<file path="config.mk">
export PLATFORM = sky130hd
export DESIGN_NAME = instruction_sequencer
export DESIGN_NICKNAME = d
export VERILOG_FILES = /design/src/rtl/common_pkg.sv /design/src/rtl/cond_eval.sv /design/src/rtl/instruction_sequencer.sv
export SDC_FILE = /design/constraint.sdc
export NUM_CORES = 1
export LEC_CHECK = 0
export CAP_MARGIN = 40
export CORE_ASPECT_RATIO = 0.9
export CORE_UTILIZATION = 65
export CTS_CLUSTER_SIZE = 25
export DETAILED_ROUTE_END_ITERATION = 10
export DONT_BUFFER_PORTS = 1
export PLACE_DENSITY = 0.78
export SETUP_SLACK_MARGIN = 0.02
export SLEW_MARGIN = 10
export SYNTH_ARGS = -nofsm -noshare
export SYNTH_HDL_FRONTEND = slang
export SYNTH_SLANG_ARGS = --single-unit
</file>
<file path="constraint.sdc">
create_clock -name i_clk -period 5.2 [get_ports i_clk]
set_input_delay 0.52 -clock i_clk [delete_from_list [all_inputs] [get_ports i_clk]]
set_output_delay 0.52 -clock i_clk [all_outputs]
set_load 0.02 [all_outputs]
</file>
<file path="src/rtl/common_pkg.sv">
// Shared types for the instruction sequencer: states, ALU ops, register ids and flag conditions.
// INT1..INT3 exist only when INSTRUCTION_SEQUENCER_IRQ_SEQ_EN is defined.
package common_pkg;

  typedef enum logic [4:0] {
    IF1   = 5'd0,
    D1    = 5'd1,
    IF2   = 5'd2,
    D2    = 5'd3,
    IF3   = 5'd4,
    D3    = 5'd5,
    PUSH1 = 5'd6,
    PUSH2 = 5'd7,
    POP1  = 5'd8,
    POP2  = 5'd9,
    EXE   = 5'd10,
    EXEA  = 5'd11,
    RD    = 5'd12,
    WR    = 5'd13
`ifdef INSTRUCTION_SEQUENCER_IRQ_SEQ_EN
    ,
    INT1  = 5'd14,
    INT2  = 5'd15,
    INT3  = 5'd16
`endif
  } inst_state_e;

  typedef enum logic [3:0] {
    ALU_MOV = 4'd0,
    ALU_ADD = 4'd1,
    ALU_SUB = 4'd2,
    ALU_AND = 4'd3,
    ALU_OR  = 4'd4,
    ALU_XOR = 4'd5,
    ALU_SHL = 4'd6,
    ALU_SHR = 4'd7,
    ALU_INC = 4'd8,
    ALU_DEC = 4'd9,
    ALU_ADC = 4'd10,
    ALU_SBC = 4'd11,
    ALU_NOT = 4'd12,
    ALU_CMP = 4'd13,
    ALU_ROL = 4'd14,
    ALU_ROR = 4'd15
  } alu_op_e;

  typedef enum logic [3:0] {
    R_ZR   = 4'd0,
    R_R1   = 4'd1,
    R_R2   = 4'd2,
    R_R3   = 4'd3,
    R_R4   = 4'd4,
    R_R5   = 4'd5,
    R_R6   = 4'd6,
    R_R7   = 4'd7,
    R_IP   = 4'd8,
    R_SP   = 4'd9,
    R_ADDR = 4'd10,
    R_IR1  = 4'd11,
    R_IR2  = 4'd12,
    R_IR3  = 4'd13,
    R_MEM  = 4'd14,
    R_FLG  = 4'd15
  } reg_id_e;

  // FT_NOP selects a constant 0, so "always" is encoded as NOP with invert set.
  typedef enum logic [2:0] {
    FT_NOP = 3'd0,
    FT_C   = 3'd1,
    FT_V   = 3'd2,
    FT_Z   = 3'd3,
    FT_S   = 3'd4,
    FT_ZC  = 3'd5,
    FT_LT  = 3'd6,
    FT_ALW = 3'd7
  } flag_type_e;

  function automatic logic is_mem_state(input inst_state_e s);
    case (s)
      IF1, IF2, IF3, PUSH2, POP1, RD, WR: return 1'b1;
`ifdef INSTRUCTION_SEQUENCER_IRQ_SEQ_EN
      INT2, INT3: return 1'b1;
`endif
      default: return 1'b0;
    endcase
  endfunction

endpackage

</file>
<file path="src/rtl/cond_eval.sv">
// Flag-condition evaluation: selects one flag (or flag combination) by type and applies the invert bit.
module cond_eval
  import common_pkg::*;
#(
  parameter int FLAG_N = 4
) (
  input  flag_type_e        ftype,
  input  logic              invert,
  input  logic [FLAG_N-1:0] flags,
  output logic              wb
);

  logic c, s, v, z;
  logic sel;

  // Flag order from the top bit down: C, S, V, Z.
  assign c = flags[FLAG_N-1];
  assign s = flags[FLAG_N-2];
  assign v = flags[FLAG_N-3];
  assign z = flags[FLAG_N-4];

  always_comb begin
    sel = 1'b0;
    case (ftype)
      FT_NOP:  sel = 1'b0;
      FT_C:    sel = c;
      FT_V:    sel = v;
      FT_Z:    sel = z;
      FT_S:    sel = s;
      FT_ZC:   sel = z | c;
      FT_LT:   sel = s ^ v;
      FT_ALW:  sel = 1'b1;
      default: sel = 1'b0;
    endcase
    wb = sel ^ invert;
  end

endmodule

</file>
<file path="src/rtl/instruction_sequencer.sv">
// Microcode-style instruction sequencer: fetch/decode/execute FSM with memory wait timeout.
// Define INSTRUCTION_SEQUENCER_IRQ_SEQ_EN to add the interrupt entry sequence (INT1..INT3).
module instruction_sequencer
  import common_pkg::*;
#(
  parameter int TIMEOUT_CYC = 16,
  parameter int FLAG_N      = 4
) (
  input  logic              i_clk,
  input  logic              i_rst_n,
  input  logic [15:0]       i_ir1,
  input  logic [15:0]       i_ir2,
  input  logic [FLAG_N-1:0] i_flag_cond,
  input  logic              i_mem_ack,
`ifdef INSTRUCTION_SEQUENCER_IRQ_SEQ_EN
  input  logic              i_irq,
`endif
  output inst_state_e       o_state,
  output logic              o_err,
  output alu_op_e           o_alu_op,
  output reg_id_e           o_s1_addr,
  output reg_id_e           o_s2_addr,
  output reg_id_e           o_dest_addr,
  output reg_id_e           o_addr_reg,
  output logic              o_mem_rd,
  output logic              o_mem_wr,
  output logic              o_reg_w_en,
  output logic              o_flag_w_en,
  output logic              o_stall
`ifdef INSTRUCTION_SEQUENCER_IRQ_SEQ_EN
  ,
  output logic              o_irq_ack
`endif
);

  localparam int CNT_W = (TIMEOUT_CYC > 1) ? $clog2(TIMEOUT_CYC) : 1;
  localparam logic [CNT_W-1:0] CNT_LAST = (TIMEOUT_CYC > 0) ? CNT_W'(TIMEOUT_CYC - 1) : '0;

  inst_state_e      state, nxt, target;
  logic [CNT_W-1:0] wait_cnt;
  logic             mem_state, stall, adv, timeout, illegal;
  logic             is_load, is_store, is_call, is_pop, is_push, imm16;
  reg_id_e          ra1, ra2, ra3;
  logic             cond_st, cond_wb, wb, mem_wr_int;
  logic             unused_ir2;

  assign is_load  = (i_ir1[15:12] == 4'b1000);
  assign is_store = (i_ir1[15:12] == 4'b1001);
  assign is_call  = (i_ir1[15:12] == 4'b1011);
  assign is_pop   = (i_ir1[15:12] == 4'b1100);
  assign is_push  = (i_ir1[15:12] == 4'b1101);
  assign imm16    = (i_ir2[15:12] == R_IR3) || (i_ir2[11:8] == R_IR3);
  assign ra1      = reg_id_e'(i_ir1[11:8]);
  assign ra2      = reg_id_e'(i_ir2[15:12]);
  assign ra3      = reg_id_e'(i_ir2[11:8]);
  assign unused_ir2 = ^i_ir2[7:0];

  assign mem_state = is_mem_state(state);
  assign stall     = mem_state & ~i_mem_ack;
  assign adv       = ~mem_state | i_mem_ack;
  // Ack wins over the timeout automatically: stall is only true without ack.
  assign timeout   = (TIMEOUT_CYC != 0) && stall && (wait_cnt == CNT_LAST);

  always_comb begin
    target  = IF1;
    illegal = 1'b0;
    case (state)
      IF1:   target = D1;
      D1:    target = is_push ? PUSH1 : (is_pop ? POP1 : IF2);
      IF2:   target = D2;
      D2:    target = imm16 ? IF3 : (is_call ? PUSH1 : ((is_load || is_store) ? EXEA : EXE));
      IF3:   target = D3;
      D3:    target = is_call ? PUSH1 : ((is_load || is_store) ? EXEA : EXE);
      PUSH1: target = PUSH2;
      PUSH2: target = is_call ? EXE : IF1;
      POP1:  target = POP2;
      POP2:  target = IF1;
      EXE:   target = IF1;
      EXEA:  target = is_load ? RD : WR;
      RD:    target = IF1;
      WR:    target = IF1;
`ifdef INSTRUCTION_SEQUENCER_IRQ_SEQ_EN
      INT1:  target = INT2;
      INT2:  target = INT3;
      INT3:  target = IF1;
`endif
      default: begin
        target  = IF1;
        illegal = 1'b1;
      end
    endcase
    nxt = adv ? target : state;
    if (timeout) nxt = IF1;
`ifdef INSTRUCTION_SEQUENCER_IRQ_SEQ_EN
    // Interrupts are taken only at instruction boundaries, including a timeout abort.
    if (i_irq && (nxt == IF1) && ((state != IF1) || timeout)) nxt = INT1;
`endif
  end

  always_ff @(posedge i_clk or negedge i_rst_n) begin
    if (!i_rst_n) begin
      state    <= IF1;
      wait_cnt <= '0;
    end else begin
      state <= nxt;
      if (timeout || (nxt != state)) wait_cnt <= '0;
      else if (stall)                wait_cnt <= wait_cnt + CNT_W'(1);
    end
  end

  always_comb begin
    o_alu_op    = ALU_MOV;
    o_s1_addr   = R_ZR;
    o_s2_addr   = R_ZR;
    o_dest_addr = R_ZR;
    o_addr_reg  = R_ZR;
    cond_st     = 1'b0;
    case (state)
      IF1, IF2, IF3: begin
        o_s1_addr   = R_MEM;
        o_dest_addr = (state == IF1) ? R_IR1 : ((state == IF2) ? R_IR2 : R_IR3);
        o_addr_reg  = R_IP;
      end
      D1, D2, D3: begin
        o_alu_op    = ALU_INC;
        o_s1_addr   = R_IP;
        o_dest_addr = R_IP;
      end
      PUSH1: begin
        o_alu_op    = ALU_DEC;
        o_s1_addr   = R_SP;
        o_dest_addr = R_SP;
        cond_st     = 1'b1;
      end
      PUSH2: begin
        o_s1_addr   = ra1;
        o_dest_addr = R_MEM;
        o_addr_reg  = R_SP;
        cond_st     = 1'b1;
      end
      POP1: begin
        o_s1_addr   = R_MEM;
        o_dest_addr = ra1;
        o_addr_reg  = R_SP;
        cond_st     = 1'b1;
      end
      POP2: begin
        o_alu_op    = ALU_INC;
        o_s1_addr   = R_SP;
        o_dest_addr = R_SP;
        cond_st     = 1'b1;
      end
      EXE: begin
        o_alu_op    = alu_op_e'(i_ir1[3:0]);
        o_s1_addr   = ra2;
        o_s2_addr   = ra3;
        o_dest_addr = ra1;
        cond_st     = 1'b1;
      end
      // Effective address is base register plus offset register.
      EXEA: begin
        o_alu_op    = ALU_ADD;
        o_s1_addr   = ra2;
        o_s2_addr   = ra3;
        o_dest_addr = R_ADDR;
        cond_st     = 1'b1;
      end
      RD: begin
        o_s1_addr   = R_MEM;
        o_dest_addr = ra1;
        o_addr_reg  = R_ADDR;
        cond_st     = 1'b1;
      end
      WR: begin
        o_s1_addr   = ra1;
        o_dest_addr = R_MEM;
        o_addr_reg  = R_ADDR;
        cond_st     = 1'b1;
      end
`ifdef INSTRUCTION_SEQUENCER_IRQ_SEQ_EN
      INT1: begin
        o_alu_op    = ALU_DEC;
        o_s1_addr   = R_SP;
        o_dest_addr = R_SP;
      end
      INT2: begin
        o_s1_addr   = R_IP;
        o_dest_addr = R_MEM;
        o_addr_reg  = R_SP;
      end
      INT3: begin
        o_s1_addr   = R_MEM;
        o_dest_addr = R_IP;
        o_addr_reg  = R_ZR;
      end
`endif
      default: ;
    endcase
  end

  cond_eval #(.FLAG_N(FLAG_N)) u_cond_eval (
    .ftype  (flag_type_e'(i_ir1[7:5])),
    .invert (i_ir1[4]),
    .flags  (i_flag_cond),
    .wb     (cond_wb)
  );

  assign wb          = cond_st ? cond_wb : 1'b1;
  assign mem_wr_int  = (o_dest_addr == R_MEM);
  assign o_state     = state;
  assign o_stall     = stall;
  assign o_mem_rd    = (o_s1_addr == R_MEM) || (o_s2_addr == R_MEM);
  assign o_reg_w_en  = wb & adv;
  assign o_mem_wr    = wb & mem_wr_int & adv;
  assign o_flag_w_en = wb & (state == EXE);
  assign o_err       = (illegal | timeout) & i_rst_n;
`ifdef INSTRUCTION_SEQUENCER_IRQ_SEQ_EN
  assign o_irq_ack   = (state == INT3) & i_mem_ack;
`endif

endmodule
</file>
== Word-level counts from Yosys, hierarchy flattened ==
Index checks and enable logic that the tools add are counted.

* Bits in registers: 9
* Input port bits: 39
* Output and inout port bits: 31
* Logic and storage cells: 93

* $add $sub $neg: 1
* Equality and inequality tests: 32
* Muxes and demuxes: 24
* Bitwise gates (word level): 13
* Reduce and logical (&&, ||, !) cells: 21

{| class="wikitable"
|+ Operators with widths
! operator !! count
|-
| one-hot mux 5 bit (10 select lines) || 1
|-
| == test 4 bit, second input constant || 11
|-
| == test 5 x 4 -> 1 bit, second input constant || 6
|-
| 2-to-1 mux 4 bit || 7
|-
| one-hot mux 4 bit (6 select lines) || 1
|-
| == test 5 x 3 -> 1 bit, second input constant || 4
|-
| one-hot mux 4 bit (5 select lines) || 1
|-
| one-hot mux 4 bit (4 select lines) || 1
|-
| 2-to-1 mux 5 bit || 3
|-
| OR reduction 14 bit || 1
|-
| == test 3 bit, second input constant || 4
|-
| one-hot mux 4 bit (3 select lines) || 1
|-
| == test 5 x 2 -> 1 bit, second input constant || 2
|-
| OR reduction 2 bit || 5
|-
| OR reduction 3 bit || 3
|-
| one-hot mux 1 bit (8 select lines) || 1
|-
| OR reduction 8 bit || 1
|-
| 2-to-1 mux 1 bit || 7
|-
| OR reduction 7 bit || 1
|-
| bitwise AND 1 bit || 6
|-
| == test 3 x 2 -> 1 bit, second input constant || 2
|-
| == test 5 x 1 -> 1 bit, second input constant || 1
|-
| zero test 5 bit || 1
|-
| != test 5 bit || 1
|-
| other kinds (12) || 19
|}

== Longest topological paths before layout ==
Gate-level depths: netlist (run 1).

* Depth in word-level cells: 11
* Depth in mapped cells: 10
* Gate-level depth less buffers: 7

== By module ==
From an unflattened synthesis (run 1), not the netlist that was laid out.

* Cells, all modules: 202
* Area, all modules: 1436.4 um^2

{| class="wikitable"
|+ Modules (own cells, without submodules)
! module !! instances !! cells each !! area an instance (um^2) !! sequential area each (um^2)
|-
| instruction_sequencer || 1 || 194 || 1375.1 || 225.2
|-
| cond_eval || 1 || 8 || 61.3 || 0.0
|}

== Worst setup path before layout (run 1) ==
Ideal clock, no wire load.

* Kind: flip-flop to output port
* From: register state[1] (netlist: o_state[1])
* To: output o_mem_wr
* Arrival time: 2.522 ns
* Data required time: 4.680 ns
* Slack: 2.158 ns
* Stages on the path, launching flop included: 8
* Buffers on the path: 3
* Cells stage by stage: dfrtp_1 buf_4 buf_6 buf_2 nor3_1 nor4_1 nand4b_1 nor3_1

{| class="wikitable"
|+ RTL lines
! what !! line !! source
|-
| from (decl) || instruction_sequencer.sv:39 || <nowiki>inst_state_e state, nxt, target;</nowiki>
|-
| from (signal assigned) || instruction_sequencer.sv:105 || <nowiki>state <= nxt;</nowiki>
|-
| == test 5 x 4 -> 1 bit (tied with other cells) || instruction_sequencer.sv:118 || <nowiki>case (state)</nowiki>
|-
| OR reduction 3 bit (no line) (tied with other cells) || n/a ||
|-
| one-hot mux 4 bit (6 select lines) * || instruction_sequencer.sv:118 ||
|-
| via o_dest_addr[2] || instruction_sequencer.sv:23 || <nowiki>output reg_id_e o_dest_addr,</nowiki>
|-
| == test 4 bit * || instruction_sequencer.sv:209 || <nowiki>assign mem_wr_int = (o_dest_addr == R_MEM);</nowiki>
|-
| bitwise AND 1 bit * (2 in series) || instruction_sequencer.sv:214 || <nowiki>assign o_mem_wr = wb & mem_wr_int & adv;</nowiki>
|-
| to (decl) || instruction_sequencer.sv:26 || <nowiki>output logic o_mem_wr,</nowiki>
|}

Mark *: on every way through the listed nets, which the timed path passes. The rest lies on a longest branch.

== Worst setup path in the final report (run 1) ==
* From: register state[2] (netlist: o_state[2])
* To: output o_mem_wr

The elaborated chain is that of the path after synthesis.

==> results of run 1 <==
[per-layer routing]
metal / vias up / GRT usage (%) / wire length (um)
met5: - / 0 / 0
met1: 768 / 44.36 / 1681
met2: 138 / 52.91 / 1915
met4: 0 / 14.74 / 63
li1: 751 / - / -
met3: 10 / 5.079 / 469
[placed cells by master, fill, tap and decap left out, drive strengths merged, types with 5 or more instances in the layout]
cell type / Yosys / final
a211o: 5 / 5
a21oi: 21 / 21
buf: 16 / 7
dfrtp: 9 / 9
inv: 6 / 6
nand2: 20 / 20
nor2: 21 / 21
nor3: 9 / 9
nor3b: 9 / 9
o21ai: 11 / 11
[layout make-up]
cell class | instances | share of cell area, %
Timing Repair Buffer | 9 | 4.369
Tap cell | 27 | 2.226
Sequential cell | 9 | 14.84
Clock buffer | 4 | 1.731
Multi-Input combinational cell | 173 | 75.35
Inverter | 6 | 1.484
[synthesized netlist by cell type (2+ instances only)]
master     count  share of area (%)
a21oi_1       21                6.9
nor2_1        21                5.2
nand2_1       20                5.0
o21ai_0       11                3.6
dfrtp_1        9                 15
nor3_1         7                2.3
buf_2          6                2.0
buf_4          6                3.0
inv_1          5                1.2
nor3b_2        5                4.1
a211o_1        4                2.3
a211oi_1       4                2.0
and2_1         4                1.7
clkbuf_1       4               0.99
nand2b_1       4                1.7
nand3_1        4                1.3
nor3b_1        4                2.0
xor2_1         4                2.3
buf_6          3                2.2
nand4_1        3                1.2
nand4b_1       3                1.7
xnor2_1        3                1.7
a221o_1        2                1.3
a22oi_1        2               0.99
and2b_1        2               0.99
and3_1         2               0.83
and4b_1        2                1.3
nand4bb_1      2                1.5
nor2b_1        2               0.83
nor2b_2        2                1.2
nor4_1         2               0.83
o31a_1         2                1.2
o32a_1         2                1.3
or2_1          2               0.83
[logic make-up after synthesis]
kind of cell             after synthesis
flip-flops                             9
multiplexers                           2
XOR/XNOR                               7
AO/OA/AOI/OAI                         63
adder cells (fa/ha/maj)                1
buffers and inverters                 26
AND/OR/NAND/NOR                       98
other                                  1
[how the worst min path moves through the flow]
stage               startpoint                       to  depth (start not counted)
global route         i_ir1[12]     o_state[2]$_DFF_PN0_                          3
detailed placement     i_rst_n     o_state[2]$_DFF_PN0_                          0
finish                 i_rst_n     o_state[1]$_DFF_PN0_                          1
floorplan              i_rst_n     o_state[0]$_DFF_PN0_                          0
CTS                  i_ir1[12]     o_state[2]$_DFF_PN0_                          3
global placement       i_rst_n  wait_cnt[3]$_DFFE_PN0P_                          0
[worst max-delay path, delay by kind of cell, from the launching register on]
kind,cells,cell delay [ns]
AND/OR/NAND/NOR,3,0.92
AO/OA/AOI/OAI,2,0.99
flip-flops,1,0.94
[power breakdown]
group	switching (W)	leakage [nW]	internal, W	total (W)
clock	0.0000245	0.0150	0.0000296	0.0000540
sequential	0.00000800	0.122	0.0000721	0.0000801
combinational	0.0000535	0.441	0.0000294	0.0000829
[sequential cells by signal, indices dropped and copies added, names as in the netlist]
name	flops
o_state	5
wait_cnt	4
[per-stage QoR]
step	std cells	utilization [%]	hold WS, ns	power [W]
after floorplan	208	-	0.2244	0.0001499
after global placement	220	67.03	0.2246	0.0001574
after detailed placement	223	67.89	0.2245	0.0001604
after CTS	228	69.55	0.6069	0.0002178
after global routing	228	69.55	0.6281	0.0002299
final	228	69.55	0.6151	0.0002170
==> summary.txt, run 1 <==
Final layout
  – Register area: 225.2 um2
  – Layout cells sized above 1: a little over an eighth
  – Footprint of the multi-input gates: approximately 0.0011 mm2
  – Net count, final: 242
  – Number of diodes: 0
  – Syn-to-layout area delta: 0.1655%
  – Fin area: 0.001518 mm2
  – Layout fillers: 196

Synth
  – Post-Syn Area per Cell: approximately 7.3 um2
  – Async set-reset flop share out of synthesis: between 90% and 100%
  – Synth cell types: 62
  – Largest family of logic cells by synthesized area: simple AND/OR/NAND/NOR gates
  – Cell Area, Synth: about 0.0015 mm2
  – Seq/Total Area, Yosys: 14.86%
  – Yosys warns: 0
  – Dominant synthesized flop cell: dfrtp_1
  – Post-synthesis simple-gate area fraction: 38.81%
  – Xor and xnor area share after synthesis: 4.046%
  – EDFF count, synth: 0
  – Post-synthesis mux area share: 1.652%
  – Post-synthesis sequential element count: 9
  – Compound-Gate Fraction of Synth Area: 29.64%
  – Post-synthesis adder-cell area fraction: 0.8258%
  – Post-synthesis cell count: 207

Setup path
  – R2r setup slk: 2.05 ns
  – Slowest CP cell: dfrtp_1
  – Ordered list of cells on the worst path: nand2b_1, a31o_2, a211oi_1, nand4b_1, nor3_1
  – Required @ worst endpoint: between 4 and 5 ns
  – Critical Path End: o_mem_wr
  – Slowest Stage Delay on Critical Path: 0.94 ns
  – Critical path launch point type: flip-flop
  – Worst reg2reg endpoint: wait_cnt[2]$_DFFE_PN0P_
  – Critical Path AT: 3.13 ns
  – Crit Path Class: reg2out
  – Cells on worst reg2reg path: 9
  – Crit. End Element: primary output
  – Maximum net fanout on the critical path: 24
  – Crit. Startpoint: o_state[2]$_DFF_PN0_
  – R2r startpoint: o_state[0]$_DFF_PN0_

Placed design
  – Port Buf Inserts: 0
  – Post-DP HPWL: 3.007 mm
  – Dpl ws: 1.881 ns
  – Area post-placement: 0.001481 mm2
  – Final GP Congestion: 0.9344

Floorplanning
  – Die Y: around 48 um
  – Starting Density: 69.44%
  – CORE AREA: 0.002182 mm2
  – Rows: 16
  – Chip Width: between 50 and 60 um
  – Die ar.: about 0.0025 mm2
  – I/O Pins: 70

STA
  – TNS Setup: 0 ns
  – Min Clock Period, post-route: 3.650 ns
  – RSZ-0062 raised after global routing: false
  – Max frequency: 274.0 MHz
  – Pins Over Slew Limit: 0
  – Final hold vios: 0
  – Worst slew pin tran: 0.9179 ns
  – Final setup margin: about 1.6 ns
  – Setup Skew: 0.004097 ns
  – Finish-stage setup viols: 0
  – Final period util: 70.19%
  – Slew HR: 38.81%

CTS
  – Clock sink total: 9
  – Insertion delay to the later sink of the worst-skew pair: 0.26 ns
  – CTS clk-pin slew, worst paths: around 0.060 ns
  – Cts bufs inserted: 3
  – H-tree depth: 1
  – CTS tree: yes
  – Clock root cell: clkbuf_4
  – CTS resizes: 0
  – Post-CTS Hold Buffers: 1
  – Longest Clk Path Bufs: 2
  – Post-CTS Setup Inserts: 0

Detailed routing
  – Total number of vias: 1667
  – Vias per cell: 7.311
  – Drt wl/cell: 18.11 um
  – First drt pass iteration count: 5
  – Final wirelength: 4.130 mm
  – DR iter-0 viols: 124
  – DRC violation count after routing: 0
  – Post-DRT Antenna Nets: 0

GRT
  – First-pass GRT wire length: 6.092 mm
  – Initial antenna violation count: 0
  – GRT Residual Overflow: 0
  – Total track usage: about a third
  – Vias in the first global route: 1353
  – Largest net degree at the start of global routing: 34

Job
  – Max-Cap Viols: 0

Pwr
  – Power per cell area: 143.0 mW/mm2
  – Cell leakage power: roughly 0.58 nW
  – Worst vdd ir: 134.0 uV

Run status
  – Outcome: finished, final reports clean

Min path
  – HP Class: in2async
Note: power is estimated with default switching activity, not from simulation.
==> run 2: changes to the inputs <==
--- a/config.mk
+++ b/config.mk
@@ -7,11 +7,11 @@
 export LEC_CHECK = 0
 export CAP_MARGIN = 40
 export CORE_ASPECT_RATIO = 0.9
-export CORE_UTILIZATION = 65
+export CORE_UTILIZATION = 64
 export CTS_CLUSTER_SIZE = 25
 export DETAILED_ROUTE_END_ITERATION = 10
 export DONT_BUFFER_PORTS = 1
-export PLACE_DENSITY = 0.78
+export PLACE_DENSITY = 0.77
 export SETUP_SLACK_MARGIN = 0.02
 export SLEW_MARGIN = 10
 export SYNTH_ARGS = -nofsm -noshare
==> constraint.sdc (replaced) <==
create_clock -name i_clk -period 3.8 [get_ports i_clk]
set_input_delay 0.38 -clock i_clk [delete_from_list [all_inputs] [get_ports i_clk]]
set_output_delay 0.38 -clock i_clk [all_outputs]
set_load 0.02 [all_outputs]
==> run 2 against run 1 <==
Sequential share of layout area shrank 0.32 points. Critical path type unchanged. Final area grew 2.2%. Count of clock-buffer cells in the layout is the same.
==> summary.txt, run 2 (same netlist as run 1, synthesis figures left out) <==
Run status
  – Outcome: finished, final reports clean

STA
  – Pins Over Slew Limit: 0 (unchanged)
  – Finish-stage setup viols: 0 (unchanged)
  – Slew HR: 41.24% (+2.4 points)
  – TNS Setup: 0 ns (unchanged)
  – Worst slew pin tran: 0.8814 ns (-0.03651 ns)
  – Final setup margin: 0.6592 ns (-0.8909 ns)
  – Min Clock Period, post-route: 3.141 ns
  – Max frequency: 318.4 MHz
  – Final hold vios: 0 (unchanged)
  – Setup Skew: 0.008344 ns (+0.004247 ns)
  – Final period util: 82.65%
  – RSZ-0062 raised after global routing: false

Detailed routing
  – Met3 wire length: 363 um (-23%)
  – DR iter-0 viols: 110 (-11%)
  – Final wirelength: 4.007 mm (-3.0%)
  – M1 wire length: 1.586 mm (-5.7%)
  – DRC violation count after routing: 0 (unchanged)
  – First drt pass iteration count: 4 (-1)
  – Metal2 WL: 1.973 mm (+3.0%)
  – Post-DRT Antenna Nets: 0 (unchanged)
  – Total number of vias: 1617 (-3.0%)
  – Vias per cell: 6.970 (-4.7%)
  – Drt wl/cell: 17.27 um (-4.7%)
  – Max layer used: met4

Final layout
  – Max FFs per register: 5 (unchanged)
  – Syn-to-layout area delta: 2.395%
  – Number of diodes: 0 (unchanged)
  – Most frequent cells in the layout: nor2_1, a21oi_1, nand2_1
  – Net count, final: 246 (+1.7%)
  – Layout cells sized above 1: 15.61% (+2.2 points)
  – Layout fillers: 195 (-0.51%)
  – Footprint of the multi-input gates: 0.001144 mm2 (unchanged)
  – Register area: 225.2 um2 (unchanged)

CTS
  – Insertion delay to the later sink of the worst-skew pair: 0.25 ns (about the same)
  – Longest Clk Path Bufs: 2 (unchanged)
  – H-tree depth: 1 (unchanged)
  – Cts bufs inserted: 3 (unchanged)
  – Clock root cell: clkbuf_4
  – CTS tree: yes
  – CTS clk-pin slew, worst paths: 0.06 ns (about the same)
  – Clock sink total: 9 (unchanged)

Setup path
  – Slowest Stage Delay on Critical Path: 0.80 ns (-0.14 ns)
  – Critical Path AT: 2.76 ns (-0.37 ns)
  – Slowest CP cell: dfrtp_1
  – Crit Path Class: reg2out
  – Critical path launch point type: flip-flop
  – WP buf/inv: 1 (+1)
  – CP top delay family: flip-flops
  – Ordered list of cells on the worst path: buf_4, nand2_1, nor3_1, a221o_1, nand3_1, o32ai_1
  – Required @ worst endpoint: 3.42 ns (-1.26 ns)
  – Maximum net fanout on the critical path: 17 (-29%)
  – Crit. End Element: primary output

Placed design
  – Final GP Congestion: 0.9006 (-3.6%)
  – Dpl ws: 0.9345 ns (-0.9462 ns)
  – Port Buf Inserts: 0 (unchanged)
  – Post-DP HPWL: 3.016 mm (+0.32%)

GRT
  – Total track usage: 31.59% (-1.4 points)
  – Initial antenna violation count: 0 (unchanged)
  – GRT Residual Overflow: 0 (unchanged)
  – First-pass GRT wire length: 5.947 mm (-2.4%)
  – Vias in the first global route: 1401 (+3.5%)
  – Largest net degree at the start of global routing: 28 (-18%)

Pwr
  – Power per cell area: 189.2 mW/mm2 (+32%)
  – Cell leakage power: 0.6039 nW (+4.5%)
  – Worst vdd ir: 221.0 uV (+65%)

Floorplanning
  – Chip Width: 53.29 um (+0.76%)
  – Starting Density: 68.81% (-0.63 points)
  – CORE AREA: 0.002202 mm2 (+0.92%)
  – Die ar.: 0.002566 mm2 (+1.5%)
  – Die Y: 48.16 um (+0.74%)
  – Rows: 16 (unchanged)
  – I/O Pins: 70 (unchanged)

Job
  – Max-Cap Viols: 0 (unchanged)

Min path
  – HP Class: in2async
==> run 2: metal layers <==
metal / track usage [%] / up-vias
met3: 4.050 / 13
met2: 58.50 / 102
met4: 12.63 / 0
met5: 0 / -
li1: - / 757
met1: 37.59 / 745
==> run 2: stage by stage <==
| stage | util [%] | hold WS (ns) | power, W | area [um2] | std cells |
|---|---|---|---|---|---|
| after floorplan | - | 0.08441 | 0.0002051 | 1519 | 208 |
| after global placement | 68.81 | 0.08464 | 0.0002180 | 1515 | 227 |
| after detailed placement | 68.81 | 0.08466 | 0.0002217 | 1515 | 227 |
| after CTS | 70.45 | 0.4819 | 0.0002944 | 1551 | 232 |
| after global routing | 70.45 | 0.5044 | 0.0003129 | 1551 | 232 |
| final | 70.45 | 0.4868 | 0.0002936 | 1551 | 232 |
==> run 2: path summary, 6_finish.rpt <==
check                                   startpoint                      end  slack [ns]  cells past startpoint
max                           o_state[0]$_DFF_PN0_                 o_mem_rd        0.66                      6
min                                        i_rst_n  wait_cnt[2]$_DFFE_PN0P_        0.49                      1
max reg2reg                   o_state[2]$_DFF_PN0_  wait_cnt[1]$_DFFE_PN0P_        0.89                      7
min reg2reg                wait_cnt[0]$_DFFE_PN0P_  wait_cnt[0]$_DFFE_PN0P_        0.62                      2
max in group asynchronous                  i_rst_n     o_state[1]$_DFF_PN0_        3.02                      1
min in group i_clk                       i_ir1[12]     o_state[2]$_DFF_PN0_        0.49                      3
==> run 2: repair_timing <==
action                    in CTS  in global routing
setup buffers                  0                  0
hold buffers                   1                  0
resized for setup              0                  0
hold endpoints to repair       9                  0
==> run 2: report_power, final <==
part	switching (W)	leakage, nW	total (W)	internal [W]
Sequential	0.0000162	0.122	0.000115	0.0000985
Combinational	0.0000674	0.467	0.000110	0.0000422
Clock	0.0000290	0.0150	0.0000692	0.0000402
==> run 2: layout make-up <==
class	count	share of cell area (%)
clock buffer	4	1.694
timing repair buffer	13	6.452
sequential	9	14.52
multi-input combinational	173	73.71
tap	27	2.177
inverter	6	1.452
==> run 3: changes to the inputs <==
--- a/config.mk
+++ b/config.mk
@@ -7,11 +7,11 @@
 export LEC_CHECK = 0
 export CAP_MARGIN = 40
 export CORE_ASPECT_RATIO = 0.9
-export CORE_UTILIZATION = 64
+export CORE_UTILIZATION = 58
 export CTS_CLUSTER_SIZE = 25
 export DETAILED_ROUTE_END_ITERATION = 10
 export DONT_BUFFER_PORTS = 1
-export PLACE_DENSITY = 0.77
+export PLACE_DENSITY = 0.73
 export SETUP_SLACK_MARGIN = 0.02
 export SLEW_MARGIN = 10
 export SYNTH_ARGS = -nofsm -noshare
==> constraint.sdc (replaced) <==
create_clock -name i_clk -period 2.6 [get_ports i_clk]
set_input_delay 0.26 -clock i_clk [delete_from_list [all_inputs] [get_ports i_clk]]
set_output_delay 0.26 -clock i_clk [all_outputs]
set_load 0.02 [all_outputs]
==> run 3 against run 2 <==
Clock power increased by 44%. Clock skew fell by 0.0030 ns. Via count up 3.8%. First-iteration DRC count decreased by 8.2%. Wire length grew 8.0%. Global-route usage decreased by 0.52 points. Non-clock buffer count grew 19. Die area rose by 9.9%. Highest routed layer unchanged.
==> summary.txt, run 3 (same netlist as run 1, synthesis figures left out) <==
Detailed routing
  – Vias per cell: 6.663 (-4.4%)
  – DRC violation count after routing: 0 (unchanged)
  – DR iter-0 viols: 101 (-8.2%)
  – Total number of vias: 1679 (+3.8%)
  – First drt pass iteration count: 5 (+1)
  – Final wirelength: 4.326 mm (+8.0%)
  – Post-DRT Antenna Nets: 0 (unchanged)
  – Drt wl/cell: 17.17 um (-0.61%)

CTS
  – CTS tree: yes
  – Insertion delay to the later sink of the worst-skew pair: 0.25 ns (about the same)
  – Cts bufs inserted: 3 (unchanged)
  – CTS clk-pin slew, worst paths: 0.06 ns (about the same)
  – Longest Clk Path Bufs: 2 (unchanged)
  – Post-CTS Setup Inserts: 0 (unchanged)
  – H-tree depth: 1 (unchanged)
  – Clock root cell: clkbuf_4
  – Clock sink total: 9 (unchanged)

Final layout
  – Fin area: 0.001728 mm2 (+11%)
  – Syn-to-layout area delta: 14.04%
  – Layout cells sized above 1: 25.45% (+9.8 points)
  – Most frequent cells in the layout: buf_4, nor2_1, a21oi_1
  – Commonest non-fill, non-tap cell in the layout: buf_4
  – Post-layout util: 70.03% (-0.42 points)
  – Number of diodes: 0 (unchanged)
  – Net count, final: 265 (+7.7%)
  – Max FFs per register: 5 (unchanged)

Setup path
  – Worst path most repeated cell: buf_4
  – Ordered list of cells on the worst path: buf_4, nand2b_1, a31o_2, a211oi_2, nand4b_1, nor3_1, buf_4
  – Required @ worst endpoint: 2.34 ns (-1.08 ns)
  – Critical Path AT: 2.17 ns (-0.59 ns)
  – Slowest Stage Delay on Critical Path: 0.51 ns (-0.29 ns)
  – Crit. End Element: primary output
  – Slowest CP cell: dfrtp_2
  – Maximum net fanout on the critical path: 16 (-1)
  – Critical path launch point type: flip-flop
  – Crit Path Class: reg2out

Pwr
  – PnR Total Power: 0.0004568 W (+56%)
  – Worst vdd ir: 325.9 uV (+48%)
  – Power per cell area: 264.4 mW/mm2 (+40%)
  – Cell leakage power: 0.7036 nW (+17%)

GRT
  – First-pass GRT wire length: 7.031 mm (+18%)
  – Largest net degree at the start of global routing: 18 (-36%)
  – Vias in the first global route: 1590 (+13%)
  – GRT Residual Overflow: 0 (unchanged)
  – Initial antenna violation count: 0 (unchanged)
  – Total track usage: 31.07% (-0.52 points)

Floorplanning
  – CORE AREA: 0.002467 mm2 (+12%)
  – Chip Width: 55.88 um (+4.9%)
  – Die ar.: 0.002821 mm2 (+9.9%)
  – Starting Density: 61.41% (-7.4 points)
  – I/O Pins: 70 (unchanged)
  – Die Y: 50.49 um (+4.8%)
  – Rows: 17 (+1)

Min path
  – HP Class: in2async

Placed design
  – Port Buf Inserts: 0 (unchanged)
  – Post-DP HPWL: 3.311 mm (+9.8%)
  – Area post-placement: 0.001683 mm2 (+11%)
  – Final GP Congestion: 0.9281 (+3.1%)

STA
  – Worst slew pin tran: 0.6346 ns (-0.2468 ns)
  – Pins Over Slew Limit: 0 (unchanged)
  – Max frequency: 411.0 MHz
  – Final period util: 93.58%
  – Min Clock Period, post-route: 2.433 ns
  – Setup Skew: 0.005376 ns (-0.002968 ns)
  – Finish-stage setup viols: 0 (unchanged)
  – Final hold vios: 0 (unchanged)
  – Slew HR: 57.37% (+16 points)

Run status
  – Outcome: finished, final reports clean

Job
  – Max-Cap Viols: 0 (unchanged)
## run 3: changes by cell type in the layout (fill, tap and decap cells not counted), sizes merged
cell  previous run  this run
buf             12        31
## run 3: repair_timing
item                                    4_1_cts  5_1_grt
hold buffers                                  1        0
hold endpoints to repair                      9        0
pin swaps                                     0        0
endpoints found under the setup margin        1        7
resized for setup                             1        3
## run 3: critical path: cells and delay by family, from the launching register on
family	cells	cell delay, ns
buf+inv	2	0.38
flops	1	0.51
compound gates	2	0.51
simple gates	3	0.51
## run 3: routing by layer
layer	GRT usage, %	routed length [um]	up-vias
met5	0	0	-
met4	12.60	65	0
met3	3.608	415	13
met2	53.82	2145	92
met1	39.65	1700	781
li1	-	-	793
## run 3: final timing paths
path	start	to	slack, ns	cells past startpoint
setup / recovery	o_state[3]$_DFF_PN0_	o_mem_wr	0.17	7
max in group asynchronous	i_rst_n	o_state[1]$_DFF_PN0_	1.92	1
min in group i_clk	i_ir1[12]	o_state[2]$_DFF_PN0_	0.37	3
hold / removal	i_rst_n	wait_cnt[3]$_DFFE_PN0P_	0.37	1
setup reg to reg	o_state[2]$_DFF_PN0_	wait_cnt[1]$_DFFE_PN0P_	0.22	8
hold reg to reg	wait_cnt[0]$_DFFE_PN0P_	wait_cnt[0]$_DFFE_PN0P_	0.63	2
## run 3: through the flow
stage / cells / hold slack [ns] / setup TNS [ns] / setup slack [ns]
3_3_place_gp: 247 / -0.03537 / 0 / 0.2448
5_1_grt: 252 / 0.3786 / -0.03530 / -0.03530
2_1_floorplan: 208 / -0.03559 / 0 / 0.06167
4_1_cts: 252 / 0.3603 / 0 / 0.1082
6_report: 252 / 0.3693 / 0 / 0.1668
3_5_place_dp: 247 / -0.03538 / 0 / 0.1595
## run 3: final cells by class
cell class,instances,area (um2)
Clock buffer,4,26.28
Timing Repair Buffer,32,255.2
Multi-Input combinational cell,173,1160
Inverter,6,22.52
Sequential cell,9,229.0
Tap cell,28,35.03
Fill cell,216,739.5
## run 3: report_power, final
part,switching [W],internal [W],total [W]
Clock,0.0000412,0.0000586,0.0000999
Combinational,0.000115,0.0000827,0.000198
Sequential,0.0000142,0.000145,0.000159
Total,0.000171,0.000286,0.000457
